<file path="config.mk">
export PLATFORM = sky130hd
export DESIGN_NAME = game_tick_scheduler
export DESIGN_NICKNAME = d
export VERILOG_FILES = /design/src/rtl/game_tick_scheduler.sv
export SDC_FILE = /design/constraint.sdc
export NUM_CORES = 1
export LEC_CHECK = 0
export BUFFER_PORTS_ARGS = -buffer_cell sky130_fd_sc_hd__buf_2
export CAP_MARGIN = 10
export CELL_PAD_IN_SITES_DETAIL_PLACEMENT = 1
export CELL_PAD_IN_SITES_GLOBAL_PLACEMENT = 1
export CORE_MARGIN = 1.5
export CORE_UTILIZATION = 48
export CTS_CLUSTER_DIAMETER = 50
export DETAILED_ROUTE_END_ITERATION = 10
export HOLD_SLACK_MARGIN = 0.06
export PLACE_DENSITY = 0.92
export SLEW_MARGIN = 10
export SYNTH_ARGS = -nofsm -noshare
export SYNTH_HDL_FRONTEND = slang
export SYNTH_SLANG_ARGS = --single-unit
</file>
<file path="constraint.sdc">
create_clock -name clk -period 3.9 [get_ports clk]
set_input_delay 0.195 -clock clk [delete_from_list [all_inputs] [get_ports clk]]
set_output_delay 0.195 -clock clk [all_outputs]
set_load 0.01 [all_outputs]
</file>
<file path="src/rtl/game_tick_scheduler.sv">
// game_tick_scheduler
//   Master timing and sequencing controller for the game core.
//   - 1-in-4 pixel clock enable derived from the master clock.
//   - Programmable-rate game tick: period = (CLK_HZ/TICK_HZ) >> speed.
//   - On each tick, runs NUM_PHASES update phases strictly in order over a
//     req/ack handshake, with one dead cycle between phases so update logic
//     never overlaps. A phase holding req for ACK_TIMEOUT cycles without ack
//     is skipped and flagged.
//   Optional feature (macro SCHED_STEP_EN): pause freezes the tick divider,
//   and a step pulse while paused and idle fires exactly one tick. Without
//   the macro, pause and step are accepted but ignored.
//
// Ports:
//   clk          in   master clock
//   rst          in   synchronous active-high reset
//   speed[1:0]   in   tick rate select (period = BASE_DIV >> speed)
//   pause        in   level, freezes divider (SCHED_STEP_EN only)
//   step         in   1-cycle pulse, one tick while paused (SCHED_STEP_EN only)
//   phase_ack    in   per-phase completion (pulse or level)
//   pix_en       out  1-in-4 pixel enable, registered
//   phase_req    out  one-hot request to the active phase, else 0
//   frame_busy   out  high while any phase is in progress
//   frame_done   out  1-cycle pulse after the last phase
//   tick_count   out  completed frames, wraps at 16 bits
//   tick_overrun out  sticky: tick arrived while a frame was running
//   timeout_err  out  sticky: some phase timed out
module game_tick_scheduler #(
  parameter int unsigned CLK_HZ      = 100000000,
  parameter int unsigned TICK_HZ     = 10,
  parameter int unsigned NUM_PHASES  = 4,
  parameter int unsigned ACK_TIMEOUT = 1024
) (
  input  logic                  clk,
  input  logic                  rst,
  input  logic [1:0]            speed,
  input  logic                  pause,
  input  logic                  step,
  input  logic [NUM_PHASES-1:0] phase_ack,
  output logic                  pix_en,
  output logic [NUM_PHASES-1:0] phase_req,
  output logic                  frame_busy,
  output logic                  frame_done,
  output logic [15:0]           tick_count,
  output logic                  tick_overrun,
  output logic                  timeout_err
);

  localparam int unsigned BASE_DIV = CLK_HZ / TICK_HZ;
  localparam int unsigned DW = $clog2(BASE_DIV);
  localparam int unsigned PW = (NUM_PHASES > 1) ? $clog2(NUM_PHASES) : 1;
  localparam int unsigned TW = (ACK_TIMEOUT > 1) ? $clog2(ACK_TIMEOUT) : 1;

  // S_GAP is the single dead cycle between consecutive phases.
  typedef enum logic [1:0] {
    S_IDLE,
    S_REQ,
    S_GAP,
    S_DONE
  } state_t;

  state_t          r_state;
  state_t          w_next_state;

  logic [1:0]      r_pix_cnt;
  logic            r_pix_en;
  logic [DW-1:0]   r_div_cnt;
  logic [PW-1:0]   r_phase;
  logic [TW-1:0]   r_to_cnt;
  logic [15:0]     r_tick_count;
  logic            r_overrun;
  logic            r_timeout;

  logic [DW-1:0]   w_period_m1;
  logic            w_div_tick;
  logic            w_div_hold;
  logic            w_tick;
  logic            w_ack;
  logic            w_to;
  logic            w_advance;
  logic            w_last;

  // ---------------------------------------------------------------
  // Pixel enable
  // ---------------------------------------------------------------
  always_ff @(posedge clk) begin
    if (rst) begin
      r_pix_cnt <= '0;
      r_pix_en  <= 1'b0;
    end else begin
      r_pix_cnt <= r_pix_cnt + 2'd1;
      r_pix_en  <= (r_pix_cnt == 2'd3);
    end
  end

  assign pix_en = r_pix_en;

  // ---------------------------------------------------------------
  // Tick divider
  // ---------------------------------------------------------------
  assign w_period_m1 = DW'((BASE_DIV >> speed) - 32'd1);
  // >= rather than == so a speed-up that leaves the count beyond the new
  // terminal value ticks immediately instead of running to wrap-around.
  assign w_div_tick  = (r_div_cnt >= w_period_m1);

`ifdef SCHED_STEP_EN
  assign w_div_hold = pause;
  assign w_tick     = pause ? (step && (r_state == S_IDLE)) : w_div_tick;
`else
  logic w_unused_ok;
  assign w_unused_ok = &{1'b0, pause, step};
  assign w_div_hold  = 1'b0;
  assign w_tick      = w_div_tick;
`endif

  always_ff @(posedge clk) begin
    if (rst) begin
      r_div_cnt <= '0;
    end else if (!w_div_hold) begin
      if (w_div_tick) r_div_cnt <= '0;
      else            r_div_cnt <= r_div_cnt + DW'(1);
    end
  end

  // ---------------------------------------------------------------
  // Phase sequencer
  // ---------------------------------------------------------------
  assign w_ack     = phase_ack[r_phase];
  assign w_to      = (r_to_cnt == TW'(ACK_TIMEOUT - 1));
  assign w_advance = (r_state == S_REQ) && (w_ack || w_to);
  assign w_last    = (r_phase == PW'(NUM_PHASES - 1));

  always_ff @(posedge clk) begin
    if (rst) r_state <= S_IDLE;
    else     r_state <= w_next_state;
  end

  always_comb begin
    w_next_state = r_state;
    unique case (r_state)
      S_IDLE: if (w_tick) w_next_state = S_REQ;
      S_REQ:  if (w_advance) w_next_state = w_last ? S_DONE : S_GAP;
      S_GAP:  w_next_state = S_REQ;
      S_DONE: w_next_state = S_IDLE;
      default: w_next_state = S_IDLE;
    endcase
  end

  always_comb begin
    phase_req  = '0;
    frame_busy = 1'b0;
    frame_done = 1'b0;
    unique case (r_state)
      S_REQ: begin
        phase_req  = NUM_PHASES'(1) << r_phase;
        frame_busy = 1'b1;
      end
      S_GAP:  frame_busy = 1'b1;
      S_DONE: frame_done = 1'b1;
      default: ;
    endcase
  end

  // Datapath: phase index, per-phase timeout counter, frame counter, flags.
  always_ff @(posedge clk) begin
    if (rst) begin
      r_phase      <= '0;
      r_to_cnt     <= '0;
      r_tick_count <= '0;
      r_overrun    <= 1'b0;
      r_timeout    <= 1'b0;
    end else begin
      if ((r_state == S_IDLE) && w_tick)
        r_phase <= '0;
      else if (w_advance && !w_last)
        r_phase <= r_phase + PW'(1);

      if ((r_state == S_REQ) && !w_advance) r_to_cnt <= r_to_cnt + TW'(1);
      else                                  r_to_cnt <= '0;

      // Count moves on entering DONE so it is current while frame_done is high.
      if (w_advance && w_last) r_tick_count <= r_tick_count + 16'd1;

      // Ack wins over a simultaneous timeout.
      if ((r_state == S_REQ) && !w_ack && w_to) r_timeout <= 1'b1;

      if (w_tick && (r_state != S_IDLE)) r_overrun <= 1'b1;
    end
  end

  assign tick_count   = r_tick_count;
  assign tick_overrun = r_overrun;
  assign timeout_err  = r_timeout;

endmodule

</file>
; ---- Word-level counts from Yosys, hierarchy flattened
; Index checks and enable logic that the tools add are counted.
[totals]
register_bits = 59
wordCells = 56
out_inout_bits = 25
inputBits = 10
[classes]
eq_ne = 8
shift = 2
n_lt_le_gt_ge = 2
n_reduce_logical = 19
n_mux = 9
n_addsub = 6
n_bitwise = 1
[op_table]
columns = operator, n
row1 = $add 24x1->24 const B, 1
row2 = $ge 24x24->1, 1
row3 = $shr 24x2->24 const A, 1
row4 = $sub 24x1->24 const B, 1
row5 = $add 16x1->16 const B, 1
row6 = $add 10x1->10 const B, 1
row7 = $eq 10x10->1 const B, 1
row8 = $eq 2x2->1 const B, 4
row9 = $logic_and 1x1->1, 8
row10 = $pmux 2 s4, 1
row11 = $reduce_or 2->1, 4
row12 = $add 2x1->2 const B, 2
row13 = $mux 1, 4
row14 = $mux 2, 2
row15 = $mux 4, 1
row16 = $ne 2x2->1 const B, 2
row17 = $shl 1x2->4 const A, 1
row18 = $logic_not 1->1, 3
row19 = $lt 2x3->1 const B, 1
row20 = $bmux 1 s2, 1
row21 = $eq 2x1->1 const B, 1
row22 = $logic_not 2->1, 1
row23 = $reduce_and 2->1, 1
row24 = $reduce_bool 2->1, 1
row25 = 2 further kinds, 2

; ---- Longest topological paths before layout
; Gate-level depths: netlist (run 1).
[depth]
depth_word = 8
ltp_mapped = 10
ltp_nobuf = 9

; ---- Worst setup path before layout (run 1)
; OpenSTA, ideal clock, no wires.
[synth_timing]
path_kind = input port to flip-flop
from = in speed[0]
to = reg r_div_cnt[11]
arrival_time_ps = 2174
cell_stages = 10
t_required_ps = 3772
slack_ps = 1599
setup_ps = 128
path_buffers = 1
cell_sequence = inv_1 > ha_1 > inv_1 > ha_1 > nand4_1 > nor4_1 > o211ai_1 > nand4b_1 > clkbuf_1 > nor2_1
[synth_via]
elab_chain_cells = 4
[synth_lines]
columns = element, line
row1 = from (decl), 35  ; input logic [1:0] speed,
row2 = $shr 24x2->24, 100  ; assign w_period_m1 = DW'((BASE_DIV >> speed) - 32'd1);
row3 = $sub 24x1->24, 100
row4 = $ge 24x24->1, 103  ; assign w_div_tick = (r_div_cnt >= w_period_m1);
row5 = $reduce_or 2->1 (no line), n/a
row6 = to (signal assigned), 120  ; else r_div_cnt <= r_div_cnt + DW'(1);
row7 = to (decl), 66  ; logic [DW-1:0] r_div_cnt;
; Every way passes these cells.
; A chain may end at the register's enable or synchronous reset.

; ---- Final worst setup path (run 1)
[layout_timing]
from = in speed[1]
to = reg r_div_cnt[5]
; Same word-level chain as after synthesis.

==> results of run 1 <==
## power groups by stage
stage	registers [uW]	logic [uW]	clock network, uW
6_report	635	189	583
2_1_floorplan	644	133	0
5_1_grt	637	211	621
3_3_place_gp	646	173	0
4_1_cts	635	190	596
3_5_place_dp	648	185	0
## metal layers
metal  wire (um)  part of all wire  global-route usage  vias to the layer above
met4         259             0.032               0.123                        0
li1            -                 -                   -                     1333
met5           0                 0                   0                        -
met2        4150              0.51               0.424                       36
met1        3420              0.42               0.252                     1366
met3         226             0.028              0.0600                       21
## Yosys cell counts (2+ instances only)
master     n  area [sq um]
dfxtp_1   59          1180
nor2_1    55           206
ha_1      38           475
nand2_1   28           105
xnor2_1   27           236
inv_1     20          75.1
a21oi_1   17          85.1
xor2_1    15           131
nand3_1   14          70.1
clkbuf_1  10          37.5
o21ai_0   10          50.1
nor3_1     9          45.0
nand4_1    8          50.1
and3_1     6          37.5
nor4_1     6          37.5
or3_1      6          37.5
and2_1     5          31.3
and4_1     4          35.0
a211oi_1   3          22.5
a41oi_1    3          26.3
mux2i_1    2          20.0
nand2b_1   2          12.5
nand4b_1   2          17.5
nor2b_1    2          12.5
nor4b_1    2          17.5
or4_4      2          22.5
## cells in the final DEF, fill, tap and decap left out, types with 8 or more instances in the layout
cell type,count
dfxtp_1,59
nor2_1,55
ha_1,38
buf_2,32
nand2_1,28
xnor2_1,27
inv_1,20
a21oi_1,17
xor2_1,15
nand3_1,14
clkbuf_8,11
o21ai_0,10
nor3_1,9
nand4_1,8
## per-stage QoR
stage	worst slack, ns	util
6_report	1.07	0.569
5_1_grt	0.758	0.569
4_1_cts	1.10	0.569
3_5_place_dp	0.767	0.537
3_3_place_gp	1.01	0.537
2_1_floorplan	1.60	-
## area by class of cell
type                            count  area (sq um)  area share
Clock inverter                      4          48.8      0.0134
Multi-Input combinational cell    278          1910       0.525
Clock buffer                       12           155      0.0427
Sequential cell                    59          1180       0.325
Timing Repair Buffer               33           168      0.0462
Inverter                           20          75.1      0.0207
Tap cell                           77          96.3      0.0265
## cell families after synthesis
logic type      count (synthesis)  share of synthesized area
simple gates                  153                      0.235
compound gates                 42                     0.0837
flops                          59                      0.369
fa+ha+maj                      38                      0.149
xor+xnor                       42                      0.115
buf+inv                        30                     0.0352
mux                             3                     0.0133
## state kept, by name (all words and copies together) (netlist names)
signal / cells
pix_en: 1
tick_count: 16
timeout_err: 1
r_div_cnt: 24
r_phase: 2
tick_overrun: 1
r_to_cnt: 10
r_pix_cnt: 2
r_state: 2
## worst max-delay path by stage
stage	slack, ns	from	to
final	1.07	speed[1]	r_div_cnt[5]
after global routing	0.76	speed[1]	r_div_cnt[10]
after CTS	1.10	speed[1]	r_div_cnt[5]
after detailed placement	0.77	speed[1]	r_div_cnt[14]
after global placement	1.01	speed[1]	r_div_cnt[9]
after floorplan	1.60	speed[0]	r_div_cnt[11]
==> flow_summary.ini, run 1 <==
[outcome]
status = complete, no violations

[placement]
place_inst = 467
place_congestion = 0.820
hpwl_mm = 5.64
dpl_cell_area_sq_mm = 0.00343
io_buffers = 32

[critical_path]
path_buf_inv = 4
timing.rr.end = r_div_cnt[5]
end_kind = flip-flop
reg2reg_slack_ns = 1.25
start_kind = input pin
crit_path_top_delay_cell = nand4b_1
worstPathCellList = buf_2 > inv_1 > ha_1 > inv_1 > ha_1 > nand4_1 > nor4_1 > o211ai_1 > nand4b_1 > buf_4 > nor2_1
path_class = in2reg
critPathArrivalTime_ns = 3.07
r2r-start = r_div_cnt[7]
cp.required_ns = 4.14
worstRegToRegCells = 7
max_stage_delay_ns = 0.52
critPathTopFamily = simple AND/OR/NAND/NOR gates
cp_num_cells = 11
cp_max_fo = 15

[drt]
drc_errors = 0
firstDrtPassIters = 5
num_vias = 2756
routed_via_density = 5.71
first_iter_violations = 94
ant_nets = 0
wirelength_mm = 8.06
detail_route.wl_per_cell_um = 16.7

[floorplan]
start_util = 0.501
core_region_area_sq_mm = 0.00639
die_width_um = 84.7
fp-row-count = 29
pin_count = 35
dieArea_sq_mm = 0.00717
die_y_um = 84.7

[timing]
slew_violations = 0
rsz0062_at_grt = false
setup_violations = 0
fin_tns_setup_ns = 0
final.setup_skew_ns = 0.00690
hold_violations = 0
fin_crit_ns = 2.83
relSlewSlack = 0.431
holdWs_ns = 0.287
timing.final.crit_share = 0.725
fmax_mhz = 354
worst_pin_slew_ns = 0.845

[clock_tree]
cts_sinks = 59
clockBufferDepth = 2
cts_tree = done
cts_buffers = 9
postCtsHoldBufs = 0
post_cts_buffers = 0
root_buffer = clkbuf_8
ctsResizeCount = 0
clkLatencyLatePin_ns = 0.35
htree_num_levels = 3
clk_pin_slew_ns = 0.06

[yosys]
synth_flop_cell = dfxtp_1
syn_area_sq_mm = 0.00320
synth-async-reset-ratio = 0
synth.ff_latch_count = 59
synth-edff-count = 0
yosys_warnings = 0
ys_seq_area_frac = 0.369
ys_types = 38
syn_nets = 415
synth_area_per_cell_sq_um = 8.72
syn_inst = 367

[cells_and_area]
insertedDiodeCount = 0
syn2layout_area_growth_pct = 13.4
fin_cells = 483
drive_above_1_share = 0.133
design_area_sq_mm = 0.00363
fill_cells = 787
layout.nets = 449

[grt]
grt_pass1_wl_mm = 13.4
grt_max_degree = 29
antenna_found_initial = 0
grt-ovfl-total = 0
first_global_vias = 2938
grt_use_total = 0.235

[worst_hold_path]
holdPathStages = 2
whs_endpoint = r_pix_cnt[0]
hp-start = rst
hold_path_class = in2reg

[power_and_ir_drop]
clkPwrFrac = 0.414
total_power_uw = 1410
p_int_uw = 1020
power_density_mw_per_mm2 = 387
p_sw_uw = 383
power_frac_comb = 0.134
sw_frac_of_total = 0.272
ir_drop_mv = 0.306
seqPwrFrac = 0.451
p_leak_uw = 0.00148

[run]
drv_cap = 0
(Power assumes the default switching activity.)
==> run 2: changes to the inputs <==
--- a/config.mk
+++ b/config.mk
@@ -5,16 +5,17 @@
 export SDC_FILE = /design/constraint.sdc
 export NUM_CORES = 1
 export LEC_CHECK = 0
+export ABC_AREA = 1
 export BUFFER_PORTS_ARGS = -buffer_cell sky130_fd_sc_hd__buf_2
 export CAP_MARGIN = 10
 export CELL_PAD_IN_SITES_DETAIL_PLACEMENT = 1
 export CELL_PAD_IN_SITES_GLOBAL_PLACEMENT = 1
 export CORE_MARGIN = 1.5
-export CORE_UTILIZATION = 48
+export CORE_UTILIZATION = 40
 export CTS_CLUSTER_DIAMETER = 50
 export DETAILED_ROUTE_END_ITERATION = 10
 export HOLD_SLACK_MARGIN = 0.06
-export PLACE_DENSITY = 0.92
+export PLACE_DENSITY = 0.84
 export SLEW_MARGIN = 10
 export SYNTH_ARGS = -nofsm -noshare
 export SYNTH_HDL_FRONTEND = slang
==> constraint.sdc (replaced) <==
create_clock -name clk -period 2.6 [get_ports clk]
set_input_delay 0.13 -clock clk [delete_from_list [all_inputs] [get_ports clk]]
set_output_delay 0.13 -clock clk [all_outputs]
set_load 0.01 [all_outputs]
==> flow_summary.ini, run 2 <==
[yosys]
yosys_warnings = 0
synth.ff_latch_count = 59
synth_area_per_cell_sq_um = 7.56
ys_types = 38
syn_area_sq_mm = 0.00363
ys_top_cells_by_count = nand2_1 (102), dfxtp_1 (59), nor2_1 (59)
synth-async-reset-ratio = 0
synth-edff-count = 0
synth.area.top_cells = dfxtp_1 (33%), ha_1 (13%), nand2_1 (11%), nor2_1 (6.1%), inv_1 (6.0%)
yosys.area.top_type_share = 0.326
syn_nets = 528
ys_seq_area_frac = 0.326
yosysMostFrequentCell = nand2_1
synth_flop_cell = dfxtp_1
synth_largest_area_cell = dfxtp_1
syn_inst = 480

[cells_and_area]
fill_cells = 1099
largest_reg_flops = 24
design_area_sq_mm = 0.00409
drive_above_1_share = 0.179
insertedDiodeCount = 0
multi_input_area_sq_mm = 0.00215
final_cell_mix = nand2_1 (102), nor2_1 (59), dfxtp_1 (59)
regMostFlops = r_div_cnt
layout.nets = 564
final_core_util = 0.467
syn2layout_area_growth_pct = 12.7
fin_cells = 629
mostFrequentLayoutCell = nand2_1
seqCellArea_sq_mm = 0.00118

[floorplan]
die_y_um = 98.2
dieArea_sq_mm = 0.00965
die_width_um = 98.2
pin_count = 35
start_util = 0.414
fp-row-count = 34
core_region_area_sq_mm = 0.00876

[drt]
drc_errors = 0
num_vias = 3173
first_iter_violations = 70
ant_nets = 0
detail_route.wl_per_cell_um = 14.4
wirelength_mm = 9.03
firstDrtPassIters = 4
routed_via_density = 5.04

[critical_path]
start_kind = input pin
cp_max_fo = 22
path_class = in2reg
cp.required_ns = 2.87
end_kind = flip-flop
critPathArrivalTime_ns = 2.31
cp-startpoint = speed[1]
r2r-start = r_div_cnt[17]

[grt]
grt-ovfl-total = 0
grt_max_degree = 23
first_global_vias = 3336
antenna_found_initial = 0
grt_pass1_wl_mm = 15.4
grt_use_total = 0.198

[clock_tree]
cts_sinks = 59
clk_pin_slew_ns = 0.07
clockBufferDepth = 2
htree_num_levels = 3
cts_buffers = 9
clkLatencyLatePin_ns = 0.34
postCtsHoldBufs = 0
post_cts_buffers = 0
cts_tree = done
ctsResizeCount = 0
root_buffer = clkbuf_8

[worst_hold_path]
hp-start = rst
hold_path_class = in2reg

[placement]
dpl_cell_area_sq_mm = 0.00387
place_congestion = 0.860
hpwl_mm = 6.79
io_buffers = 32
place_inst = 613

[power_and_ir_drop]
p_leak_uw = 0.00182
power_density_mw_per_mm2 = 505
ir_drop_mv = 0.320

[timing]
relSlewSlack = 0.715
setup_violations = 0
fmax_mhz = 489
timing.final.crit_share = 0.786
final.setup_skew_ns = 0.00986
holdWs_ns = 0.163
worst_pin_slew_ns = 0.427
fin_crit_ns = 2.04
rsz0062_at_grt = false
slew_violations = 0
fin_tns_setup_ns = 0
hold_violations = 0

[outcome]
status = complete, no violations

[run]
drv_cap = 0
## run 2: layer usage
metal,routed length [um],global-route usage,vias to the layer above,part of all wire
met5,0,0,-,0
met4,130,0.0618,0,0.014
met3,258,0.0437,17,0.029
met2,4770,0.373,43,0.53
met1,3870,0.220,1518,0.43
li1,-,-,1595,-
## run 2: worst max-delay path, cell delays in order
cell	delay, ns
buf_2	0.17
inv_1	0.10
ha_1	0.30
inv_1	0.07
ha_1	0.28
nand2_1	0.10
inv_1	0.05
nand2_1	0.06
nand2_1	0.05
a21oi_1	0.29
nand3_2	0.15
nor2_4	0.14
inv_2	0.19
nor3b_1	0.23
## run 2: final timing paths
kind                   end  slack (ns)  cells after the start
max          r_div_cnt[11]        0.56                     14
min           r_pix_cnt[0]        0.16                      2
max reg2reg  r_div_cnt[11]        0.57                     10
min reg2reg   r_pix_cnt[0]        0.43                      1
## run 2: final cells by class
| cell class | count | share of cell area |
|---|---|---|
| flip-flops and latches | 59 | 0.289 |
| clock buffers | 9 | 0.0303 |
| clock inverters | 7 | 0.0226 |
| well taps | 108 | 0.0330 |
| multi-input cells | 350 | 0.526 |
| inverters | 63 | 0.0581 |
| repair buffers | 33 | 0.0410 |
## run 2: logic make-up (layout without fill, tap and decap cells)
kind of cell             after synthesis  count (layout)  share of synthesized area
flip-flops                            59              59                      0.326
XOR/XNOR                              29              29                     0.0700
buffers and inverters                 71             112                     0.0814
AND/OR/NAND/NOR                      241             241                      0.326
AO/OA/AOI/OAI                         42              42                     0.0666
adder cells (fa/ha/maj)               38              38                      0.131
## run 2: per-stage QoR
step                      setup WS (ns)  total power [uW]
after floorplan                   0.798              1110
after detailed placement          0.199              1170
after global routing              0.345              2160
final                             0.556              2070
after CTS                         0.546              2090
after global placement            0.311              1150
## run 2: power breakdown
group	internal, uW	switching, uW
clock network	535	379
logic	72.7	141
registers	922	17.4
==> run 3: changes to the inputs <==
==> constraint.sdc (replaced) <==
create_clock -name clk -period 1.7 [get_ports clk]
set_input_delay 0.085 -clock clk [delete_from_list [all_inputs] [get_ports clk]]
set_output_delay 0.085 -clock clk [all_outputs]
set_load 0.01 [all_outputs]
==> flow_summary.ini, run 3 (same netlist as run 2, synthesis figures left out) <==
[floorplan]
die_width_um = 98.2
core_region_area_sq_mm = 0.00876
die_y_um = 98.2
dieArea_sq_mm = 0.00965
pin_count = 35
start_util = 0.414
fp-row-count = 34

[timing]
timing.final.crit_share = 1.15
final.setup_skew_ns = 0.0125
slew_violations = 0
worst_pin_slew_ns = 0.545
fin_ws_ns = -0.261
rsz0062_at_grt = true
hold_violations = 0
fin_crit_ns = 1.96
fmax_mhz = 510
relSlewSlack = 0.636
setup_violations = 33

[critical_path]
start_kind = flip-flop
cp_max_fo = 7
cp-startpoint = r_div_cnt[19]
max_stage_delay_ns = 0.37
worstRegToRegCells = 11
timing.rr.end = r_div_cnt[21]
end_kind = flip-flop
cp.required_ns = 1.98
r2r-start = r_div_cnt[19]
path_class = reg2reg
crit_path_top_delay_cell = dfxtp_4
crit_end = r_div_cnt[21]
worstPathCellList = ha_4 > nand2_4 > inv_2 > nand2_2 > nand2_2 > a21oi_4 > nand3_4 > nor2_4 > clkinv_4 > buf_16 > a21oi_2
cpMostUsedCell = nand2_2
path_buf_inv = 3
critPathArrivalTime_ns = 2.24
reg2reg_slack_ns = -0.26
cp_num_cells = 11
critPathTopFamily = simple AND/OR/NAND/NOR gates

[clock_tree]
clkLatencyLatePin_ns = 0.36
cts_sinks = 59
root_buffer = clkbuf_8
cts_tree = done
clk_pin_slew_ns = 0.08
clockBufferDepth = 2
postCtsHoldBufs = 0
cts_buffers = 9
htree_num_levels = 3

[drt]
first_iter_violations = 180
firstDrtPassIters = 5
ant_nets = 0
routed_via_density = 5.60
num_vias = 3829
detail_route.wl_per_cell_um = 23.5
drc_errors = 0
wirelength_mm = 16.1

[cells_and_area]
layout.nets = 619
multi_input_area_sq_mm = 0.00285
largest_reg_flops = 24
syn2layout_area_growth_pct = 47.2
seqCellArea_sq_mm = 0.00123
insertedDiodeCount = 0
drive_above_1_share = 0.464
mostFrequentLayoutCell = nand2_1
final_cell_mix = nand2_1 (83), inv_1 (49), buf_4 (46)
fill_cells = 1020
regMostFlops = r_div_cnt

[power_and_ir_drop]
total_power_uw = 3550
p_leak_uw = 0.00223
ir_drop_mv = 0.571
power_density_mw_per_mm2 = 664

[grt]
grt_max_degree = 16
grt_pass1_wl_mm = 21.6
grt-ovfl-total = 0
grt_use_total = 0.289
first_global_vias = 4006
antenna_found_initial = 0

[run]
drv_cap = 0

[outcome]
violations = setup timing
status = finished with violations

[placement]
place_congestion = 0.850
io_buffers = 32
hpwl_mm = 7.83
place_ws_ns = -0.447

[worst_hold_path]
hold_path_class = in2reg
==> run 3: cell count changes in the layout (fill, tap and decap cells not counted), sizes merged <==
cell / previous run / this run
inv: 62 / 61
clkinvlp: 3 / 1
clkbuf: 9 / 12
buf: 33 / 88
==> run 3: worst min path at each step <==
| stage | startpoint | endpoint | slack [ns] | cells past startpoint |
|---|---|---|---|---|
| final | rst | r_state[0] | 0.12 | 2 |
| after global routing | rst | r_state[0] | 0.14 | 2 |
| after CTS | rst | r_pix_cnt[0] | 0.10 | 2 |
| after detailed placement | r_pix_cnt[0] | r_pix_cnt[0] | 0.42 | 1 |
| after global placement | r_pix_cnt[0] | r_pix_cnt[0] | 0.41 | 1 |
| after floorplan | rst | tick_count[15] | 0.15 | 1 |
==> run 3: per-stage QoR <==
step / instances / util / setup TNS [ns] / hold slack, ns / cell area (sq um)
6_report: 684 / 0.609 / -5.06 / 0.120 / 5340
5_1_grt: 684 / 0.609 / -7.16 / 0.138 / 5340
4_1_cts: 675 / 0.556 / -0.249 / 0.101 / 4870
3_5_place_dp: 656 / 0.482 / -12.02 / 0.416 / 4230
3_3_place_gp: 656 / 0.482 / -7.86 / 0.407 / 4230
2_1_floorplan: 480 / - / 0 / 0.147 / 3640
==> run 3: repair_timing <==
item                                    in CTS  in global routing
buffers inserted                             4                 10
cloned                                       1                  0
pin swaps                                   43                 36
endpoints found under the setup margin      29                 55
resized for setup                           91                 96
==> run 3: cell type report <==
type | instances | share of cell area
clock buffers | 12 | 0.0272
clock inverters | 4 | 0.0138
inverters | 63 | 0.0478
multi-input cells | 350 | 0.533
flip-flops and latches | 59 | 0.230
well taps | 108 | 0.0253
repair buffers | 88 | 0.123
==> run 3: routing by layer <==
| layer | global-route usage | part of all wire |
|---|---|---|
| met3 | 0.0573 | 0.047 |
| met5 | 0 | 0 |
| met2 | 0.523 | 0.49 |
| met1 | 0.325 | 0.40 |
| met4 | 0.138 | 0.057 |
==> run 3: worst reg2reg max path, cell delays in order, from the launching register on <==
cell,delay [ns]
dfxtp_4,0.37
ha_4,0.24
nand2_4,0.09
inv_2,0.05
nand2_2,0.10
nand2_2,0.07
a21oi_4,0.19
nand3_4,0.13
nor2_4,0.17
clkinv_4,0.15
buf_16,0.19
a21oi_2,0.14
==> run 3: power by group <==
group	total (uW)	internal (uW)	switching, uW	leakage (uW)
Combinational	587	218	369	0.00163
Sequential	1430	1400	31.3	0.000491
Clock	1530	868	662	0.000111
